### src/rtl/bitfuscnn_pkg.sv
// Shared types for the output-activation sparse encoder path.
package bitfuscnn_pkg;

  localparam int OA_VALUE_WIDTH = 8;
  localparam int OA_INDEX_WIDTH = 4;
  // Longest zero run one index field can express.
  localparam int RUN_MAX = (1 << OA_INDEX_WIDTH) - 1;

  // One compressed OARAM entry: activation value plus zeros skipped before it.
  typedef struct packed {
    logic [OA_VALUE_WIDTH-1:0] value;
    logic [OA_INDEX_WIDTH-1:0] index;
  } oa_entry_t;

  typedef enum logic [1:0] {
    IDLE = 2'd0,
    RUN  = 2'd1,
    DONE = 2'd2
  } enc_state_t;

endpackage

### src/rtl/oa_zero_run_counter.sv
// Zero-run tracker: counts skipped zero activations and decides when an
// accepted activation produces an OARAM entry (nonzero value or saturated run).
module oa_zero_run_counter #(
  parameter int INDEX_WIDTH = 4
) (
  input  logic                   clk,
  input  logic                   reset_n,
  input  logic                   accept,
  input  logic                   is_zero,
  input  logic                   clear,
  output logic                   emit,
  output logic [INDEX_WIDTH-1:0] run_index
);

  localparam logic [INDEX_WIDTH-1:0] RUN_MAX_L = {INDEX_WIDTH{1'b1}};
  localparam logic [INDEX_WIDTH-1:0] ONE_L     = {{(INDEX_WIDTH-1){1'b0}}, 1'b1};

  logic [INDEX_WIDTH-1:0] zrun;
  logic                   saturated;

  assign saturated = (zrun == RUN_MAX_L);
  assign run_index = zrun;

  // Emit on a nonzero value, or on a zero that would overflow the index field.
  always_comb begin
    emit = 1'b0;
    if (accept) begin
      emit = (!is_zero) || saturated;
    end else begin
      emit = 1'b0;
    end
  end

  // Zero-run register: restarts after every emit and at group end.
  always_ff @(posedge clk) begin
    if (!reset_n) begin
      zrun <= {INDEX_WIDTH{1'b0}};
    end else if (clear) begin
      zrun <= {INDEX_WIDTH{1'b0}};
    end else if (accept) begin
      if (emit) begin
        zrun <= {INDEX_WIDTH{1'b0}};
      end else begin
        zrun <= zrun + ONE_L;
      end
    end
  end

endmodule

### src/rtl/oa_sparse_encoder.sv
// Sparse encoder for one channel group of output activations: compresses the
// dense stream into (value, zero-run) entries written to sequential OARAM
// addresses and pulses group_done when the group is fully written.
// Build option: define OA_ENCODER_RELU_EN to clamp negative activations to
// zero before zero detection (fused ReLU).
module oa_sparse_encoder
  import bitfuscnn_pkg::*;
#(
  parameter int RAM_WIDTH   = 10,
  parameter int INDEX_WIDTH = 4,
  parameter int VALUE_WIDTH = 8
) (
  input  logic                   clk,
  input  logic                   reset_n,
  input  logic                   in_valid,
  output logic                   in_ready,
  input  logic [VALUE_WIDTH-1:0] in_value,
  input  logic                   in_last,
  input  logic                   oaram_ready,
  output logic [VALUE_WIDTH-1:0] oaram_value,
  output logic [INDEX_WIDTH-1:0] oaram_indices_value,
  output logic [RAM_WIDTH-2:0]   oaram_address,
  output logic                   oaram_write_enable,
  output logic                   group_done,
  output logic [RAM_WIDTH-2:0]   entry_count,
  output logic                   overflow
);

  localparam int AW = RAM_WIDTH - 1;
  localparam logic [AW-1:0] ADDR_ONE = {{(AW-1){1'b0}}, 1'b1};
  localparam logic [AW-1:0] ADDR_MAX = {AW{1'b1}};

  enc_state_t             state;
  logic                   in_xfer;
  logic                   out_xfer;
  logic                   is_zero;
  logic                   emit;
  logic                   zrun_clear;
  logic                   new_group;
  logic [VALUE_WIDTH-1:0] value_eff;
  logic [INDEX_WIDTH-1:0] run_index;

  // A new input is taken only when the single output slot is free or draining.
  assign in_ready   = (state != DONE) && (!oaram_write_enable || oaram_ready);
  assign in_xfer    = in_valid && in_ready;
  assign out_xfer   = oaram_write_enable && oaram_ready;
  assign zrun_clear = (state == DONE) && !oaram_write_enable;

`ifdef OA_ENCODER_RELU_EN
  assign value_eff = in_value[VALUE_WIDTH-1] ? {VALUE_WIDTH{1'b0}} : in_value;
`else
  assign value_eff = in_value;
`endif

  assign is_zero = (value_eff == {VALUE_WIDTH{1'b0}});

  oa_zero_run_counter #(
    .INDEX_WIDTH(INDEX_WIDTH)
  ) u_zero_run (
    .clk      (clk),
    .reset_n  (reset_n),
    .accept   (in_xfer),
    .is_zero  (is_zero),
    .clear    (zrun_clear),
    .emit     (emit),
    .run_index(run_index)
  );

  // Group FSM, output entry register, address/count tracking and status flags.
  always_ff @(posedge clk) begin
    if (!reset_n) begin
      state               <= IDLE;
      oaram_write_enable  <= 1'b0;
      oaram_value         <= {VALUE_WIDTH{1'b0}};
      oaram_indices_value <= {INDEX_WIDTH{1'b0}};
      oaram_address       <= {AW{1'b0}};
      entry_count         <= {AW{1'b0}};
      group_done          <= 1'b0;
      overflow            <= 1'b0;
      new_group           <= 1'b1;
    end else begin
      group_done <= 1'b0;

      // A fresh emit reloads the slot even while the old entry drains.
      if (emit) begin
        oaram_write_enable  <= 1'b1;
        oaram_value         <= value_eff;
        oaram_indices_value <= run_index;
      end else if (out_xfer) begin
        oaram_write_enable  <= 1'b0;
      end

      if (out_xfer) begin
        oaram_address <= oaram_address + ADDR_ONE;
        if (oaram_address == ADDR_MAX) begin
          overflow <= 1'b1;
        end
        entry_count <= new_group ? ADDR_ONE : (entry_count + ADDR_ONE);
        new_group   <= 1'b0;
      end

      case (state)
        IDLE: begin
          if (in_xfer) begin
            state <= in_last ? DONE : RUN;
          end
        end
        RUN: begin
          if (in_xfer && in_last) begin
            state <= DONE;
          end
        end
        DONE: begin
          // No write can be in flight here, so the address reset cannot race an increment.
          if (!oaram_write_enable) begin
            group_done    <= 1'b1;
            oaram_address <= {AW{1'b0}};
            state         <= IDLE;
            new_group     <= 1'b1;
            if (new_group) begin
              entry_count <= {AW{1'b0}};
            end
          end
        end
        default: begin
          state <= IDLE;
        end
      endcase
    end
  end

endmodule
### config.mk
export PLATFORM = sky130hd
export DESIGN_NAME = oa_sparse_encoder
export DESIGN_NICKNAME = d
export VERILOG_FILES = /design/src/rtl/bitfuscnn_pkg.sv /design/src/rtl/oa_zero_run_counter.sv /design/src/rtl/oa_sparse_encoder.sv
export SDC_FILE = /design/constraint.sdc
export NUM_CORES = 1
export LEC_CHECK = 0
export CAP_MARGIN = 20
export CORE_MARGIN = 3
export CORE_UTILIZATION = 35
export DETAILED_ROUTE_END_ITERATION = 8
export GPL_ROUTABILITY_DRIVEN = 0
export GPL_TIMING_DRIVEN = 0
export PLACE_DENSITY_LB_ADDON = 0.05
export SLEW_MARGIN = 20
export SYNTH_ARGS = -nofsm -noshare
export SYNTH_HDL_FRONTEND = slang
export SYNTH_SLANG_ARGS = --single-unit
### constraint.sdc
create_clock -name clk -period 3.46 [get_ports clk]
set_input_delay 0.346 -clock clk [delete_from_list [all_inputs] [get_ports clk]]
set_output_delay 0.346 -clock clk [all_outputs]
set_load 0.005 [all_outputs]
Word level (Yosys, flattened, before mapping)
Cells that the tools add are included.
{"block": "classes", "mux": 21, "bitwise": 1, "reduce_logical": 16, "div_mod_pow": 0, "shifts": 0, "eq_ne": 8, "n_lt_le_gt_ge": 0, "n_addsub": 3, "multipliers": 0}
{"cell": "9-bit two-way mux", "n": 8}
{"cell": "9-bit by 1-bit adder with 9-bit output, second input constant", "n": 2}
{"cell": "9-bit == test, second input constant", "n": 1}
{"cell": "8-bit zero test", "n": 1}
{"cell": "2-bit two-way mux", "n": 4}
{"cell": "2-bit != test, second input constant", "n": 4}
{"cell": "1-bit two-way mux", "n": 7}
{"cell": "2-bit case mux with 3 select lines", "n": 1}
{"cell": "1-bit logical AND", "n": 5}
{"cell": "4-bit by 1-bit adder with 4-bit output, second input constant", "n": 1}
{"cell": "4-bit == test, second input constant", "n": 1}
{"cell": "4-bit two-way mux", "n": 1}
{"cell": "2-bit AND reduction", "n": 2}
{"cell": "3-bit AND reduction", "n": 1}
{"cell": "2-bit by 1-bit == test with 1-bit output, second input constant", "n": 1}
{"cell": "2-bit == test, second input constant", "n": 1}
{"cell": "1-bit zero test", "n": 2}
{"cell": "2-bit zero test", "n": 1}
{"cell": "1-bit logical OR", "n": 2}
{"cell": "2-bit nonzero test", "n": 1}
{"cell": "2-bit OR reduction", "n": 1}
{"cell": "1-bit inverter", "n": 1}
{"block": "totals", "mem_bits_ro": 0, "out_inout_bits": 34, "ram_bits": 0, "ff_bits": 40, "wordCells": 59, "in_bits": 13, "latch_bits": 0, "n_memories": 0}

Depth between registers and ports, before layout
Gate-level depths: netlist (run 1).
{"block": "depth", "ltp_word": 7, "depth_mapped": 6}

Hierarchy
Synthesis (run 1) repeated with hierarchy kept, for this count alone.
{"block": "hier_totals", "cells_unflattened": 190, "hier_area_um2": 1785.5}
{"module": "oa_sparse_encoder", "seq_area_each_um2": 720.7, "instances": 1, "area_each_um2": 1549.0, "cells_each": 166}
{"module": "oa_zero_run_counter", "seq_area_each_um2": 80.1, "instances": 1, "area_each_um2": 236.5, "cells_each": 24}

Least setup slack after synthesis (run 1)
Ideal clock, no wire load.
{"block": "synth_timing", "kind": "reg2reg", "from": "register u_zero_run.zrun[0] (netlist: u_zero_run.run_index[0])", "to": "register oaram_indices_value[0]", "setup_slack_ns": 2.046, "synth_period_minus_slack_ns": 1.414, "setup_time_ns": 0.072, "path_stages_with_launch": 6, "t_arrival_ns": 1.343, "required_time_ns": 3.388, "cell_sequence": "dfxtp_1 ha_1 nand3_1 a31oi_4 buf_6 mux2i_1"}
{"block": "synth_between", "elab_chain_cells": 3}
{"element": "start: declaration", "line_no": "oa_zero_run_counter.sv:18", "source": "logic [INDEX_WIDTH-1:0] zrun;"}
{"element": "start signal: assignment", "line_no": "oa_zero_run_counter.sv:37", "source": "zrun <= {INDEX_WIDTH{1'b0}};"}
{"element": "start signal: assignment", "line_no": "oa_zero_run_counter.sv:39", "source": "zrun <= {INDEX_WIDTH{1'b0}};"}
{"element": "start signal: assignment", "line_no": "oa_zero_run_counter.sv:42", "source": "zrun <= {INDEX_WIDTH{1'b0}};"}
{"element": "4-bit == test", "line_no": "oa_zero_run_counter.sv:21", "source": "assign saturated = (zrun == RUN_MAX_L);"}
{"element": "1-bit logical OR", "line_no": "oa_zero_run_counter.sv:28", "source": "emit = (!is_zero) || saturated;"}
{"element": "1-bit two-way mux", "line_no": "oa_zero_run_counter.sv:27", "source": "if (accept) begin"}
{"element": "end signal: assignment", "line_no": "oa_sparse_encoder.sv:75", "source": "oaram_indices_value <= {INDEX_WIDTH{1'b0}};"}
{"element": "end signal: assignment", "line_no": "oa_sparse_encoder.sv:88", "source": "oaram_indices_value <= run_index;"}
{"element": "end: declaration", "line_no": "oa_sparse_encoder.sv:21", "source": "output logic [INDEX_WIDTH-1:0] oaram_indices_value,"}
Several ways; a longest one is shown, not always the timed one.
A chain may end at the register's enable or synchronous reset.

Final worst setup path (run 1)
{"block": "layout_timing", "from": "input port oaram_ready", "to": "output port in_ready"}
{"block": "layout_between", "elab_chain_cells": 2}
{"element": "start: declaration", "line_no": "oa_sparse_encoder.sv:19", "source": "input logic oaram_ready,"}
{"element": "1-bit logical OR", "line_no": "oa_sparse_encoder.sv:44", "source": "assign in_ready = (state != DONE) && (!oaram_write_enable || oaram_ready);"}
{"element": "1-bit logical AND", "line_no": "oa_sparse_encoder.sv:44"}
{"element": "end: declaration", "line_no": "oa_sparse_encoder.sv:16", "source": "output logic in_ready,"}
Every way passes these cells.

==> results of run 1 <==
-- flip-flops by register name, indices dropped and copies added (netlist names) --
name	flops
u_zero_run.run_index	4
oaram_indices_value	4
entry_count	9
oaram_address	9
oaram_value	8
oaram_write_enable	1
group_done	1
new_group	1
overflow	1
state	2
-- critical path, stage by stage --
cell,delay [ps]
clkdlybuf4s50_1,550
nand2b_4,190
and2_1,130
clkdlybuf4s50_1,490
-- per-stage QoR --
step                      hold slack [ps]  setup WS, ps
after global placement              444.2          1358
final                               458.4          1394
after CTS                           461.5          1384
after global routing                488.9          1354
after detailed placement            446.5          1363
after floorplan                     451.1          2046
-- per-layer routing --
layer	global-route usage, %	routed length (um)
met1	15.58	1715
met4	5.978	57
met3	3.756	180
met5	0	0
met2	22.47	1759
-- kinds of logic after synthesis --
family | after synthesis | synth area share (%)
AND/OR/NAND/NOR | 94 | 27.10
buffers and inverters | 9 | 2.560
adder cells (fa/ha/maj) | 4 | 2.845
multiplexers | 15 | 8.535
flip-flops | 40 | 45.52
AO/OA/AOI/OAI | 14 | 5.476
XOR/XNOR | 16 | 7.966
-- area by class of cell --
cell class	instances	area, um2	area share [%]
Timing Repair Buffer	46	460.4	19.24
Buffer	7	37.54	1.568
Inverter	2	7.507	0.3136
Clock buffer	8	90.09	3.764
Tap cell	67	83.83	3.502
Multi-Input combinational cell	143	913.4	38.16
Sequential cell	40	800.8	33.46
-- layout by cell type (no fill, tap or decap), types with 2 or more instances in the layout --
cell	count
nor2b_1	2
o21a_1	2
nand3_1	4
inv_1	2
xor2_1	10
ha_1	4
nand4_1	7
o21ai_0	2
or3_1	2
a21oi_1	6
nor3b_1	3
xnor2_1	6
mux2i_1	15
clkbuf_8	6
clkdlybuf4s50_1	46
buf_2	3
and3_1	3
clkbuf_1	5
nand2_1	39
nor3_1	8
nor2_1	16
dfxtp_1	40
and2_1	3
nor4_2	2
-- power by group --
group	internal, mW	switching [mW]
clock network	0.163	0.156
logic	0.0578	0.0506
registers	0.474	0.0101
total	0.695	0.217
-- worst paths after layout --
| check | start | end |
|---|---|---|
| hold reg to reg | oaram_value[0] | oaram_value[0] |
| setup / recovery | oaram_ready | in_ready |
| setup reg to reg | u_zero_run.run_index[0] | oaram_indices_value[0] |
| hold / removal | oaram_value[0] | oaram_value[0] |
==> run summary, run 1 <==
synthesized instance count = 192
Hold Vio Cnt, Final = 0
Core ar. = 4786 um2
Yosys top cell by area = dfxtp_1
Post-synth EDFFs = 0
share of the synthesized area in the top cell type = 45.52%
YS warnings = 0
path depth of the worst reg2reg path = 5
drt total wl = 3713 um
num rows = 25
Net Count, Synth = 209
setup bufs post-CTS = 0
Fillers = 467
largest net degree at the start of global routing = 12
worst slew pin tran = 447.8 ps
Synth area leaders = dfxtp_1 (46%), mux2i_1 (8.5%), nand2_1 (8.3%)
drt pass-1 iters = 4
sequential fraction of the synthesis area = 45.52%
peak supply drop = 0.2372 mV
Async SR Flop Fraction = 0%
Post-Place Cells = 305
Worst-path clk slew = 70 ps
Hold WC Path Type = register to register
Hold Buf Count CTS = 0
Post-route DRC = 0
first-pass GRT wire length = 6403 um
Ant. Diodes = 0
First DRT Iteration DRCs = 25
vias in the first global route = 1400
outcome = finished clean
I/O pin count = 47
clk_skew = 5.340 ps
nets = 262
global route overflow = 0
synthesis-to-layout area growth = 36.06%
buffers added on ports = 46
Root Driver = clkbuf_8
Slew Limit Fails = 0
cell area after synthesis = 1759 um2
Final Cell Area = 2394 um2
clock buffers created by TritonCTS = 5
ys flop type = dfxtp_1
period utilization = 59.71%
Total Power = 911.4 uW
HPWL Detailed = 2735 um
max cap viols = 0
initial antenna violation count = 0
CP Class = input port to primary output
Worst-Skew Late Latency = 290 ps
Commonest cells post-synth = dfxtp_1 (40), nand2_1 (39), nor2_1 (16), mux2i_1 (15), xor2_1 (10)
Die Wd = 76.90 um
setup TNS = 0 ps
gr usage total = 13.32%
H-Tree Depth = 2
syn_area_per_cell = 9.162 um2
Max clock buf depth = 2
Seq cells post-synth = 40
reg-to-reg slack, setup = 1860 ps
Final setup viols = 0
DP Area = 2303 um2
ANT nets after route = 0
worst endpoint data arrival time = 1720 ps
Max FO, Critical Path = 5
crit path launch type = input port
FMAX = 0.4840 GHz
Die ar. = 5913 um2
Unique masters post-synth = 32
share of cells above drive strength 1 = 6.504%
Sink Count = 40
Period minus WS final = 2066 ps
Die Y-Extent = 76.90 um
cts repair resizes = 0
count leader, synth = dfxtp_1
CTS tree = done
Via-to-Cell Ratio = 4.629
RSZ-0062 raised after global routing = no
Worst EP required = 3110 ps
Worst Hold Path Cells = 2
Starting Density = 36.76%
max_slew headroom = 70.14%
Vias = 1449
Lkg Pwr = 0.8899 nW
element type at the critical path end = primary output
final std cells w/o fill = 313
power density over the cells = 380.8 nW/um2
post-layout util = 50.01%
Avg WL per Cell = 11.86 um
Power figures use the tool's default switching activity.
==> run 2: changes to the inputs <==
==> constraint.sdc (replaced) <==
create_clock -name clk -period 2.1 [get_ports clk]
set_input_delay 0.21 -clock clk [delete_from_list [all_inputs] [get_ports clk]]
set_output_delay 0.21 -clock clk [all_outputs]
set_load 0.005 [all_outputs]
==> results of run 2 <==
The final DEF is identical to that of run 1. Status: finished clean.
Main changes from that run: setup slack after placement 1363 ps -> 138.7 ps; setup slack after layout 1394 ps -> 305.9 ps; register-to-register setup slack 1860 ps -> 500 ps; total power 0.9114 mW -> 1.502 mW; worst IR drop on VDD 0.2372 mV -> 0.3909 mV
==> run 3: changes to the inputs <==
--- a/config.mk
+++ b/config.mk
@@ -12,6 +12,7 @@
 export GPL_ROUTABILITY_DRIVEN = 0
 export GPL_TIMING_DRIVEN = 0
 export PLACE_DENSITY_LB_ADDON = 0.05
+export SETUP_SLACK_MARGIN = 0.3
 export SLEW_MARGIN = 20
 export SYNTH_ARGS = -nofsm -noshare
 export SYNTH_HDL_FRONTEND = slang
==> run 3 against run 2 <==
  * First-iteration DRC count unchanged
  * Routed wire length about the same
  * Critical path depth unchanged
  * Combinational power about the same
  * Core utilization about the same
  * Worst setup slack improved by 77 ps
  * Design area about the same
  * Hold slack unchanged
  * Clock skew about the same
  * Die area unchanged
  * Global-route usage unchanged
  * Critical endpoint unchanged
  * Largest cell class unchanged
  * Highest routed layer unchanged
==> run summary, run 3 (synthesized netlist as in run 1, its figures left out) <==
outcome = finished clean
initial antenna violation count = 0 (unchanged)
combinational power share = 11.9% (about the same)
clock buffers created by TritonCTS = 5 (unchanged)
cts repair resizes = 1 (+1)
DP Area = 2303 um2 (unchanged)
clk_skew = 5.269 ps (-0.07025 ps)
Seq pwr share = 53.1% (about the same)
Lkg Pwr = 0.8912 nW (+0.15%)
Final setup viols = 0 (unchanged)
final worst slack = 383.1 ps
Ant. Diodes = 0 (unchanged)
Via-to-Cell Ratio = 4.629 (unchanged)
switching part of the total = 23.80%
Fillers = 468 (+0.21%)
worst path buffer plus inverter count = 2 (unchanged)
FMAX = 0.5825 GHz
crit path launch type = register
Avg WL per Cell = 11.86 um (about the same)
Slew Limit Fails = 0 (unchanged)
area of the multi-input gates = 913.4 um2 (unchanged)
Worst-path clk slew = 70 ps (about the same)
ANT nets after route = 0 (unchanged)
max cap viols = 0 (unchanged)
P_int = 1.144 mW
Post-Place Cells = 305 (unchanged)
pre-CTS setup slack = 138.7 ps
H-Tree Depth = 2 (unchanged)
FF+latch area = 800.8 um2 (unchanged)
clock network power share = 35.0% (about the same)
Largest regs = entry_count x9, oaram_address x9, oaram_value x8
global route overflow = 0 (unchanged)
final std cells w/o fill = 313 (unchanged)
Hold Vio Cnt, Final = 0 (unchanged)
most frequent cells in the layout = clkdlybuf4s50_1 (45), dfxtp_1 (40), nand2_1 (39), nor2_1 (16), mux2i_1 (15)
Worst EP required = 1890 ps
worst-path cell chain = buf_2 > nand2b_4 > and2_1 > clkdlybuf4s50_1
Die Wd = 76.90 um (unchanged)
vias in the first global route = 1400 (unchanged)
Final Cell Area = 2392 um2 (about the same)
power density over the cells = 627.4 nW/um2
drt pass-1 iters = 4 (unchanged)
max_slew headroom = 70.14% (unchanged)
commonest non-fill, non-tap cell in the layout = clkdlybuf4s50_1
buffers added on ports = 46 (unchanged)
First DRT Iteration DRCs = 25 (unchanged)
post-layout util = 49.99% (about the same)
element type at the critical path end = primary output
Die Y-Extent = 76.90 um (unchanged)
slowest library cell on the worst path = clkdlybuf4s50_1
worst endpoint data arrival time = 1510 ps
setup TNS = 0 ps (unchanged)
period utilization = 81.76%
final hold slack = 458.4 ps (unchanged)
CP Class = register to primary output
Sink Count = 40 (unchanged)
Hold WC Path Type = register to register
Core ar. = 4786 um2 (unchanged)
Max clock buf depth = 2 (unchanged)
first-pass GRT wire length = 6403 um (unchanged)
Max FO, Critical Path = 8 (+3)
Period minus WS final = 1717 ps
Hold Buf Count CTS = 0 (unchanged)
largest net degree at the start of global routing = 12 (unchanged)
setup bufs post-CTS = 0 (unchanged)
Post-route DRC = 0 (unchanged)
Root Driver = clkbuf_8
I/O pin count = 47 (unchanged)
Starting Density = 36.76% (unchanged)
Total Power = 1.501 mW
share of cells above drive strength 1 = 6.504% (unchanged)
nets = 262 (unchanged)
worst slew pin tran = 447.8 ps (unchanged)
Crit path max-delay family = buffers and inverters
num rows = 25 (unchanged)
Die ar. = 5913 um2 (unchanged)
CTS tree = done
gr usage total = 13.32% (unchanged)
drt total wl = 3711 um (about the same)
HPWL Detailed = 2735 um (unchanged)
RSZ-0062 raised after global routing = no
peak supply drop = 0.3909 mV
Worst-Skew Late Latency = 290 ps (about the same)
NetSw = 357.2 uW
synthesis-to-layout area growth = 35.99% (about the same)
Slowest Stage Delay on Critical Path = 490 ps (-60 ps)
Vias = 1449 (unchanged)
[run 3: worst min-delay path: cells and delay by family (launching register included)]
kind / cells / cell delay [ps]
flip-flops: 1 / 320
multiplexers: 1 / 50
AND/OR/NAND/NOR: 1 / 50
[run 3: power groups by stage]
| stage | clock (mW) | sequential (mW) | combinational [mW] |
|---|---|---|---|
| floorplan | 0 | 0.815 | 0.0929 |
| global placement | 0 | 0.816 | 0.182 |
| detailed placement | 0 | 0.815 | 0.182 |
| CTS | 0.550 | 0.798 | 0.182 |
| global route | 0.572 | 0.801 | 0.196 |
| finish | 0.525 | 0.798 | 0.178 |
[run 3: area by class of cell]
class	instances	area share (%)
inverter	2	0.3138
buffer	7	1.569
sequential	40	33.47
timing repair buffer	46	19.19
clock buffer	8	3.766
multi-input combinational	143	38.18
tap	67	3.504
[run 3: worst paths after layout]
kind	startpoint	to	slack, ps	cells after the start
worst max-delay path	oaram_write_enable	in_ready	380	4
worst min-delay path	oaram_value[0]	oaram_value[0]	460	2
worst max register to register	u_zero_run.run_index[0]	oaram_indices_value[0]	500	5
worst min register to register	oaram_value[0]	oaram_value[0]	460	2
[run 3: layer usage]
layer	part of all wire (%)	up-vias	wire [um]	track usage [%]
li1	-	756	-	-
met1	46	659	1713	15.58
met2	47	29	1758	22.47
met3	4.9	5	180	3.756
met4	1.5	0	57	5.978
met5	0	-	0	0
